==> config.mk <==
export PLATFORM = sky130hd
export DESIGN_NAME = rca_instr_encoder
export DESIGN_NICKNAME = d
export VERILOG_FILES = /design/src/rtl/rca_instr_encoder_pkg.sv /design/src/rtl/rca_instr_encoder_rs_cursor.sv /design/src/rtl/rca_instr_encoder.sv
export SDC_FILE = /design/constraint.sdc
export NUM_CORES = 1
export LEC_CHECK = 0
export ABC_AREA = 1
export BUFFER_PORTS_ARGS = -buffer_cell sky130_fd_sc_hd__buf_2
export CAP_MARGIN = 10
export CORE_ASPECT_RATIO = 0.9
export CORE_MARGIN = 8
export CORE_UTILIZATION = 52
export DETAILED_ROUTE_END_ITERATION = 6
export PLACE_DENSITY = 0.89
export SYNTH_ARGS = -nofsm -noshare
export SYNTH_HDL_FRONTEND = slang
export SYNTH_SLANG_ARGS = --single-unit
==> constraint.sdc <==
create_clock -name clk -period 1.9 [get_ports clk]
set_clock_uncertainty 0.2 [all_clocks]
set_input_delay 0.095 -clock clk [delete_from_list [all_inputs] [get_ports clk]]
set_output_delay 0.095 -clock clk [all_outputs]
set_load 0.02 [all_outputs]
==> src/rtl/rca_instr_encoder_pkg.sv <==
// Shared types for the RCA custom-instruction path: opcode, fn7/fn3 codes,
// instruction layout and the word encoder used by the issue-side encoder.
package rca_instr_encoder_pkg;

  typedef enum logic [6:0] {
    RCA_OPCODE = 7'b0101011
  } rca_opcode_t;

  typedef enum logic [6:0] {
    RCA_FN7 = 7'b1000000
  } rca_fn7_t;

  typedef enum logic [2:0] {
    RCA_USE_FB  = 3'b000,
    RCA_CFG_0   = 3'b001,
    RCA_CFG_1   = 3'b010,
    RCA_CFG_2   = 3'b011,
    RCA_CFG_3   = 3'b100,
    RCA_CFG_4   = 3'b101,
    RCA_USE_NFB = 3'b110
  } rca_fn3_t;

  localparam logic [2:0] RCA_FN3_ILLEGAL = 3'b111;

  typedef struct packed {
    logic [6:0] fn7;
    logic [4:0] rs2;
    logic [4:0] rs1;
    logic [2:0] fn3;
    logic [4:0] rd;
    logic [6:0] opcode;
  } common_instruction_t;

  typedef common_instruction_t rca_instr_t;

  function automatic logic [31:0] encode_rca_instr(
    input logic [2:0] fn3,
    input logic [4:0] rd,
    input logic [4:0] rs1,
    input logic [4:0] rs2
  );
    rca_instr_t w;
    w.fn7    = RCA_FN7;
    w.rs2    = rs2;
    w.rs1    = rs1;
    w.fn3    = fn3;
    w.rd     = rd;
    w.opcode = RCA_OPCODE;
    return w;
  endfunction

  // Register-stream increment: x31 wraps to x1 so x0 is never produced.
  function automatic logic [4:0] rca_next_rs1(input logic [4:0] cur);
    return (cur == 5'd31) ? 5'd1 : cur + 5'd1;
  endfunction

endpackage

==> src/rtl/rca_instr_encoder_rs_cursor.sv <==
// rs1 cursor and remaining-word counter for one burst; loaded on request
// acceptance and advanced on every instruction handshake.
module rca_instr_encoder_rs_cursor
  import rca_instr_encoder_pkg::*;
#(
  parameter int BURST_W = 4
) (
  input  logic               clk,
  input  logic               rst,
  input  logic               load_i,
  input  logic               advance_i,
  input  logic [4:0]         base_i,
  input  logic [BURST_W-1:0] count_i,
  output logic [4:0]         rs1_o,
  output logic               last_o
);

  logic [4:0]         rs1_q, rs1_d;
  logic [BURST_W-1:0] rem_q, rem_d;

  always_comb begin
    rs1_d = rs1_q;
    rem_d = rem_q;
    if (load_i) begin
      rs1_d = base_i;
      rem_d = count_i;
    end else if (advance_i) begin
      rs1_d = rca_next_rs1(rs1_q);
      rem_d = rem_q - BURST_W'(1);
    end
  end

  always_ff @(posedge clk) begin
    if (!rst) begin
      rs1_q <= '0;
      rem_q <= '0;
    end else begin
      rs1_q <= rs1_d;
      rem_q <= rem_d;
    end
  end

  assign rs1_o  = rs1_q;
  assign last_o = (rem_q == BURST_W'(1));

endmodule

==> src/rtl/rca_instr_encoder.sv <==
// Expands RCA operation requests into bursts of 32-bit RCA custom
// instruction words with an auto-incrementing rs1, one word per cycle.
module rca_instr_encoder
  import rca_instr_encoder_pkg::*;
#(
  parameter  int MAX_BURST = 8,
  localparam int BURST_W   = $clog2(MAX_BURST + 1)
) (
  input  logic               clk,
  input  logic               rst,
  input  logic               req_valid,
  output logic               req_ready,
  input  logic [2:0]         req_fn3,
  input  logic [4:0]         req_rd_addr,
  input  logic [4:0]         req_rs1_addr,
  input  logic [4:0]         req_rs2_addr,
  input  logic [BURST_W-1:0] req_count,
  output logic               instr_valid,
  input  logic               instr_ready,
  output logic [31:0]        instr,
  output logic               instr_last,
  output logic               req_error,
  output logic [31:0]        emitted_count
);

  typedef enum logic {
    IDLE = 1'b0,
    EMIT = 1'b1
  } state_t;

  state_t      state_q, state_d;
  rca_fn3_t    fn3_q, fn3_d;
  logic [4:0]  rd_q, rd_d;
  logic [4:0]  rs2_q, rs2_d;
  logic        req_error_q, req_error_d;
  logic [31:0] emitted_count_q, emitted_count_d;

  logic        cur_load;
  logic        cur_advance;
  logic [4:0]  cur_rs1;
  logic        cur_last;
  logic        req_illegal;

  assign req_illegal = (req_fn3 == RCA_FN3_ILLEGAL)
                    || (req_count == '0)
                    || (req_count > BURST_W'(MAX_BURST));

  always_comb begin
    state_d         = state_q;
    fn3_d           = fn3_q;
    rd_d            = rd_q;
    rs2_d           = rs2_q;
    req_error_d     = 1'b0;
    emitted_count_d = emitted_count_q;
    cur_load        = 1'b0;
    cur_advance     = 1'b0;

    case (state_q)
      IDLE: begin
        if (req_valid) begin
          if (req_illegal) begin
            req_error_d = 1'b1;
          end else begin
            fn3_d    = rca_fn3_t'(req_fn3);
            rd_d     = req_rd_addr;
            rs2_d    = req_rs2_addr;
            cur_load = 1'b1;
            state_d  = EMIT;
          end
        end
      end
      EMIT: begin
        if (instr_ready) begin
          cur_advance     = 1'b1;
          emitted_count_d = emitted_count_q + 32'd1;
          if (cur_last) begin
            state_d = IDLE;
          end
        end
      end
      default: state_d = IDLE;
    endcase
  end

  always_ff @(posedge clk) begin
    if (!rst) begin
      state_q         <= IDLE;
      fn3_q           <= RCA_USE_FB;
      rd_q            <= '0;
      rs2_q           <= '0;
      req_error_q     <= 1'b0;
      emitted_count_q <= '0;
    end else begin
      state_q         <= state_d;
      fn3_q           <= fn3_d;
      rd_q            <= rd_d;
      rs2_q           <= rs2_d;
      req_error_q     <= req_error_d;
      emitted_count_q <= emitted_count_d;
    end
  end

  rca_instr_encoder_rs_cursor #(
    .BURST_W (BURST_W)
  ) u_rs_cursor (
    .clk       (clk),
    .rst       (rst),
    .load_i    (cur_load),
    .advance_i (cur_advance),
    .base_i    (req_rs1_addr),
    .count_i   (req_count),
    .rs1_o     (cur_rs1),
    .last_o    (cur_last)
  );

  // Word fields all come from flops, so instr_ready never reaches instr.
  assign instr_valid   = (state_q == EMIT);
  assign instr         = instr_valid ? encode_rca_instr(fn3_q, rd_q, cur_rs1, rs2_q) : '0;
  assign instr_last    = instr_valid & cur_last;
  assign req_ready     = rst & (state_q == IDLE);
  assign req_error     = req_error_q;
  assign emitted_count = emitted_count_q;

endmodule

==> flow_summary.yaml, run 1 <==
global_routing:
  grt_pass1_wl_um: 14300
  grt_max_degree: 23
  grt.total_usage_pct: 19.3
  grt_pass1_vias: 3178
  global_route.usage.met3_pct: 4.24
  use_met2_pct: 35.6
  grt_overflow: 0
  top_usage_layer: "met2"
  use_met1_pct: 22.3
  antenna_found_initial: 0
routing:
  num_vias: 3267
  wire_per_inst_um: 13.0
  routed_wl_um: 8380
  drt-initial-drc-count: 144
  drc: 0
  dr.pass1.iters: 5
  viasPerCell: 5.06
  drtAntennaViolNets: 0
power:
  p_leak_nw: 1.98
  finalPower_w: 0.00246
  power_density_nw_per_um2: 622
  vdd_drop_max_mv: 0.266
clock_tree:
  clk-insertion-delay-late_ns: 0.31
  clock-sinks: 56
  cts_tree: "yes"
  clockBufferDepth: 2
  cts_max_level: 2
  path_clk_slew_ns: 0.10
  cts_root_buf: "clkbuf_8"
  cts_setup_buffers: 0
  cts_buffers: 5
floorplanning:
  initial_core_util_pct: 52.5
  die_h_um: 89.7
  core_region_area_um2: 5980
  die_area_um2: 8780
  io_pins: 94
  die_w_um: 97.9
  std_cell_rows: 27
synthesis:
  netlist_area_um2: 3140
  muxShareOfSynthArea_pct: 0
  ys_seq_area_share_pct: 35.7
  synth_edf_count: 0
  synth_xor_area_share_pct: 1.12
  synthArstFlopShare_pct: 0
  avgSynthCellArea_um2: 6.70
  syn_inst: 468
  synth_top_family_by_area: "simple AND/OR/NAND/NOR gates"
  synth_seq_cells: 56
  synthFlopType: "dfxtp_1"
  yosysUniqueCellTypes: 33
  ys_warn_count: 0
  synthAdderAreaFrac_pct: 1.99
  synth_compound_area_share_pct: 9.61
  synthSimpleGateAreaFrac_pct: 39.2
sta:
  hold_viol: 0
  maxSlewViolCount: 0
  rsz0062_at_grt: "no"
  period_share_pct: 92.3
  setup_tns_ns: 0
  holdWs_ns: 0.272
  setup_viol: 0
  fin_crit_ns: 1.75
  fmax_mhz: 570
place:
  placed_cell_area_um2: 3560
  place_congestion: 0.895
  dp_hpwl_um: 6150
  port_buffers: 84
worst_setup_path:
  worstPathRequired_ns: 1.60
  endpoint_kind: "output pin"
  slowest_stage: "dlygate4sd3_1"
  worstPathMaxFanout: 10
  crit_arrival_ns: 1.46
  max_stage_delay_ns: 0.52
  critPathKind: "input pin to output pin"
  critPathMostFrequentCell: "buf_2"
  startpoint_type: "input pin"
  cp_cell_sequence: "dlygate4sd3_1 -> buf_2 -> clkinv_1 -> nor2_1 -> buf_2"
outcome:
  outcome: "completed"
cells_and_area:
  syn_to_final_growth_pct: 25.9
  fin_area_um2: 3950
  diodes: 0
  final_layout_size_suffix_gt1_share_pct: 21.1
  fin_nets: 604
min_path:
  worstHoldPathType: "flop to flop"
run:
  cap_violations: 0
-- flip-flops by register name, summed over array words and instances, names as in the netlist --
name               cells
u_rs_cursor.rem_q      4
req_error              1
emitted_count         32
fn3_q                  3
rs2_q                  5
rd_q                   5
u_rs_cursor.rs1_o      5
instr_valid            1
-- worst max-delay path: cells and delay by family --
family,cells,cell delay (ns)
buffers and inverters,4,1.11
AND/OR/NAND/NOR,1,0.25
-- per-stage QoR --
step           instances  setup slack, ns  utilization [%]
6_report             646            0.145             66.1
5_1_grt              646          0.00518             66.1
4_1_cts              646            0.124             65.9
3_5_place_dp         613            0.200             59.6
3_3_place_gp         613            0.286             59.6
2_1_floorplan        476            0.163                -
-- cells in the mapped netlist (all sizes together), types with 2 or more instances --
cell	count	area, um2
o21a	2	15.0
xor2	4	35.0
nor3	4	20.0
o21ai	15	75.1
dfxtp	56	1120
nand4	12	75.1
ha	5	62.6
inv	54	203
nor3b	2	15.0
a21oi	36	180
nand3	43	253
nand3b	3	22.5
clkinv	2	7.51
nor2	77	372
clkbuf	6	22.5
buf	21	151
nand2	119	459
-- path summary, 6_finish.rpt --
path,to,start,slack (ns),cells past startpoint
hold reg to reg,rs2_q[1],rs2_q[1],0.27,2
hold / removal,rs2_q[1],rs2_q[1],0.27,2
setup reg to reg,emitted_count[24],emitted_count[0],0.20,9
setup / recovery,req_ready,rst,0.15,5
-- layout by cell type (no fill, tap or decap), drive strengths merged --
cell type and n:
nand3 43, a21boi 1, nor2 77, nor3 4
nor3b 2, o21bai 1, a21oi 36, conb 9
ha 5, o21a 2, a21o 1, a2bb2oi 1
clkinv 2, nand4 12, buf 92, xor2 4
nand3b 3, inv 54, dlygate4sd3 25, nor4 1
clkbuf 7, nand2 119, o21ai 15, or2 1
bufinv 1, dfxtp 56
-- per-layer routing --
layer	wire (um)	up-vias	share of wire (%)
li1	-	1671	-
met1	3660	1491	44
met2	4130	96	49
met3	496	9	5.9
met4	92	0	1.1
met5	0	-	0
-- final cells by class --
cell class | instances | area [um2]
timing repair buffer | 117 | 731
clock inverter | 1 | 30.0
fill | 507 | 2030
inverter | 56 | 210
clock buffer | 7 | 96.3
sequential | 56 | 1120
tap | 72 | 90.1
multi-input combinational | 337 | 1670
-- cells by family (layout without fill, tap and decap cells) --
family | count (synthesis) | count (layout)
xor gates and xnor gates | 4 | 4
buffers and inverters | 83 | 181
DFF | 56 | 56
adders and majority gates | 5 | 5
other | 1 | 9
and+or+nand+nor | 262 | 262
AOI/OAI and AO/OA | 57 | 57
-- repair_timing --
| item | 4_1_cts | 5_1_grt |
|---|---|---|
| endpoints found under the setup margin | 0 | 3 |
| resized for setup | 0 | 2 |
| hold endpoints to repair | 25 | 0 |
| hold buffers | 25 | 0 |
-- report_power, final --
part	internal (W)	switching (W)	total, W
Combinational	0.000146	0.000220	0.000366
Clock	0.000466	0.000383	0.000849
Sequential	0.00121	0.0000325	0.00124
Total	0.00182	0.000635	0.00246
(Power assumes the default switching activity.)
==> run 2, diff against run 1 <==
==> constraint.sdc (replaced) <==
create_clock -name clk -period 1.8 [get_ports clk]
set_clock_uncertainty 0.2 [all_clocks]
set_input_delay 0.09 -clock clk [delete_from_list [all_inputs] [get_ports clk]]
set_output_delay 0.09 -clock clk [all_outputs]
set_load 0.02 [all_outputs]
==> flow_summary.yaml, run 2 (same netlist as run 1, synthesis figures left out) <==
cells_and_area:
  syn_to_final_growth_pct: 26.6
  layout_common_cells: "115 x nand2_1, 84 x buf_2, 65 x nor2_1"
  fillers: 504
  utilization_pct: 66.4
  regArea_um2: 1130
  mostFrequentLayoutCell: "nand2_1"
  diodes: 0
  final_layout_size_suffix_gt1_share_pct: 23.0
  fin_nets: 605
  multiInputGateArea_um2: 1690
  largest_register_ffs: 32
clock_tree:
  cts_tree: "yes"
  clock-sinks: 56
  cts_max_level: 2
  clockBufferDepth: 2
  path_clk_slew_ns: 0.11
  cts_root_buf: "clkbuf_8"
  clk-insertion-delay-late_ns: 0.31
  cts_buffers: 5
floorplanning:
  die_w_um: 97.9
  std_cell_rows: 27
  die_area_um2: 8780
  die_h_um: 89.7
  io_pins: 94
  core_region_area_um2: 5980
  initial_core_util_pct: 52.5
sta:
  period_share_pct: 93.8
  fin_crit_ns: 1.69
  rsz0062_at_grt: "no"
  fmax_mhz: 592
  setup_tns_ns: 0
  hold_viol: 0
  maxSlewViolCount: 0
  setup_viol: 0
worst_setup_path:
  critPathKind: "flop to flop"
  max_stage_delay_ns: 0.41
  r2r_cells: 8
  critPathMostFrequentCell: "nand2_1"
  r2r_end: "emitted_count[29]"
  crit_arrival_ns: 1.74
  cp_cell_sequence: "nand2_1 -> nor2_2 -> nand2_1 -> nor2_8 -> nand3_2 -> nand2_1 -> nand2_1 -> nor2_1"
  worstPathRequired_ns: 1.85
  endpoint_kind: "flop"
  startpoint: "emitted_count[8]"
  reg2reg_slack_ns: 0.11
  startpoint_type: "flop"
  slowest_stage: "dfxtp_1"
  timing.rr.start: "emitted_count[8]"
  worstPathMaxFanout: 9
routing:
  drtAntennaViolNets: 0
  wire_per_inst_um: 13.3
  num_vias: 3359
  routed_wl_um: 8620
  drt-initial-drc-count: 227
  drc: 0
  viasPerCell: 5.19
  dr.pass1.iters: 5
min_path:
  hold_path_startpoint: "rst"
  min_path_cells: 4
  worstHoldPathType: "input pin to flop"
  hold_end: "emitted_count[30]"
place:
  port_buffers: 84
  place_congestion: 0.879
  dp_hpwl_um: 6160
power:
  p_leak_nw: 1.97
  vdd_drop_max_mv: 0.388
  power_density_nw_per_um2: 646
global_routing:
  grt_pass1_wl_um: 13900
  antenna_found_initial: 0
  grt_overflow: 0
  grt_max_degree: 36
  grt.total_usage_pct: 18.9
  grt_pass1_vias: 3152
run:
  cap_violations: 0
outcome:
  outcome: "completed"
[run 2: cell count changes in the layout (fill, tap and decap cells not counted), moves of 2 or more]
cell and delta:
dfxtp_1 -3, clkbuf_8 -2, dfxtp_2 +2, ha_1 -2, ha_2 +2, nor2_1 -2
nor2_2 +2
[run 2: repair_timing]
| action | in CTS | in global routing |
|---|---|---|
| endpoints found under the setup margin | 1 | 29 |
| resized for setup | 1 | 13 |
| pin swaps | 0 | 1 |
| buffers inserted | 0 | 0 |
| endpoints found under the hold margin | 25 | 0 |
| hold buffers | 24 | 0 |
[run 2: area by class of cell]
cell class / count / area share [%]
sequential: 56 / 28.4
multi-input combinational: 337 / 42.6
inverter: 56 / 5.29
clock buffer: 5 / 1.73
clock inverter: 3 / 1.17
timing repair buffer: 118 / 18.6
tap: 72 / 2.27
[run 2: worst max path at each step]
stage	depth (start not counted)	slack (ns)	endpoint
CTS	10	0.004	u_rs_cursor.rem_q[1]
finish	8	0.11	emitted_count[29]
detailed placement	7	0.11	emitted_count[31]
floorplan	8	0.06	emitted_count[31]
global route	8	0.003	emitted_count[12]
global placement	7	0.18	emitted_count[31]
[run 2: metrics by stage]
step	hold slack (ns)	cells	cell area [um2]	power, W	worst slack [ns]
after floorplan	0.0249	476	3170	0.00160	0.0629
after global placement	0.161	615	3580	0.00167	0.178
after detailed placement	0.163	615	3580	0.00168	0.111
after CTS	0.0324	647	3940	0.00257	0.00390
after global routing	0.0489	647	3970	0.00266	0.00343
final	0.0450	647	3970	0.00257	0.111
[run 2: per-layer routing]
metal / vias up / wire length (um) / global-route usage [%]
li1: 1682 / - / -
met1: 1538 / 3600 / 20.3
met2: 127 / 4310 / 36.3
met3: 12 / 570 / 4.24
met4: 0 / 140 / 6.64
met5: - / 0 / 0
[run 2: critical path, delay by kind of cell, from the launching register on]
family,cells,cell delay (ns)
flip-flops,1,0.41
AND/OR/NAND/NOR,8,1.02
[run 2: power by group]
part | switching (W) | internal [W]
combinational | 0.000240 | 0.000155
clock | 0.000436 | 0.000420
sequential | 0.0000352 | 0.00128
total | 0.000711 | 0.00185
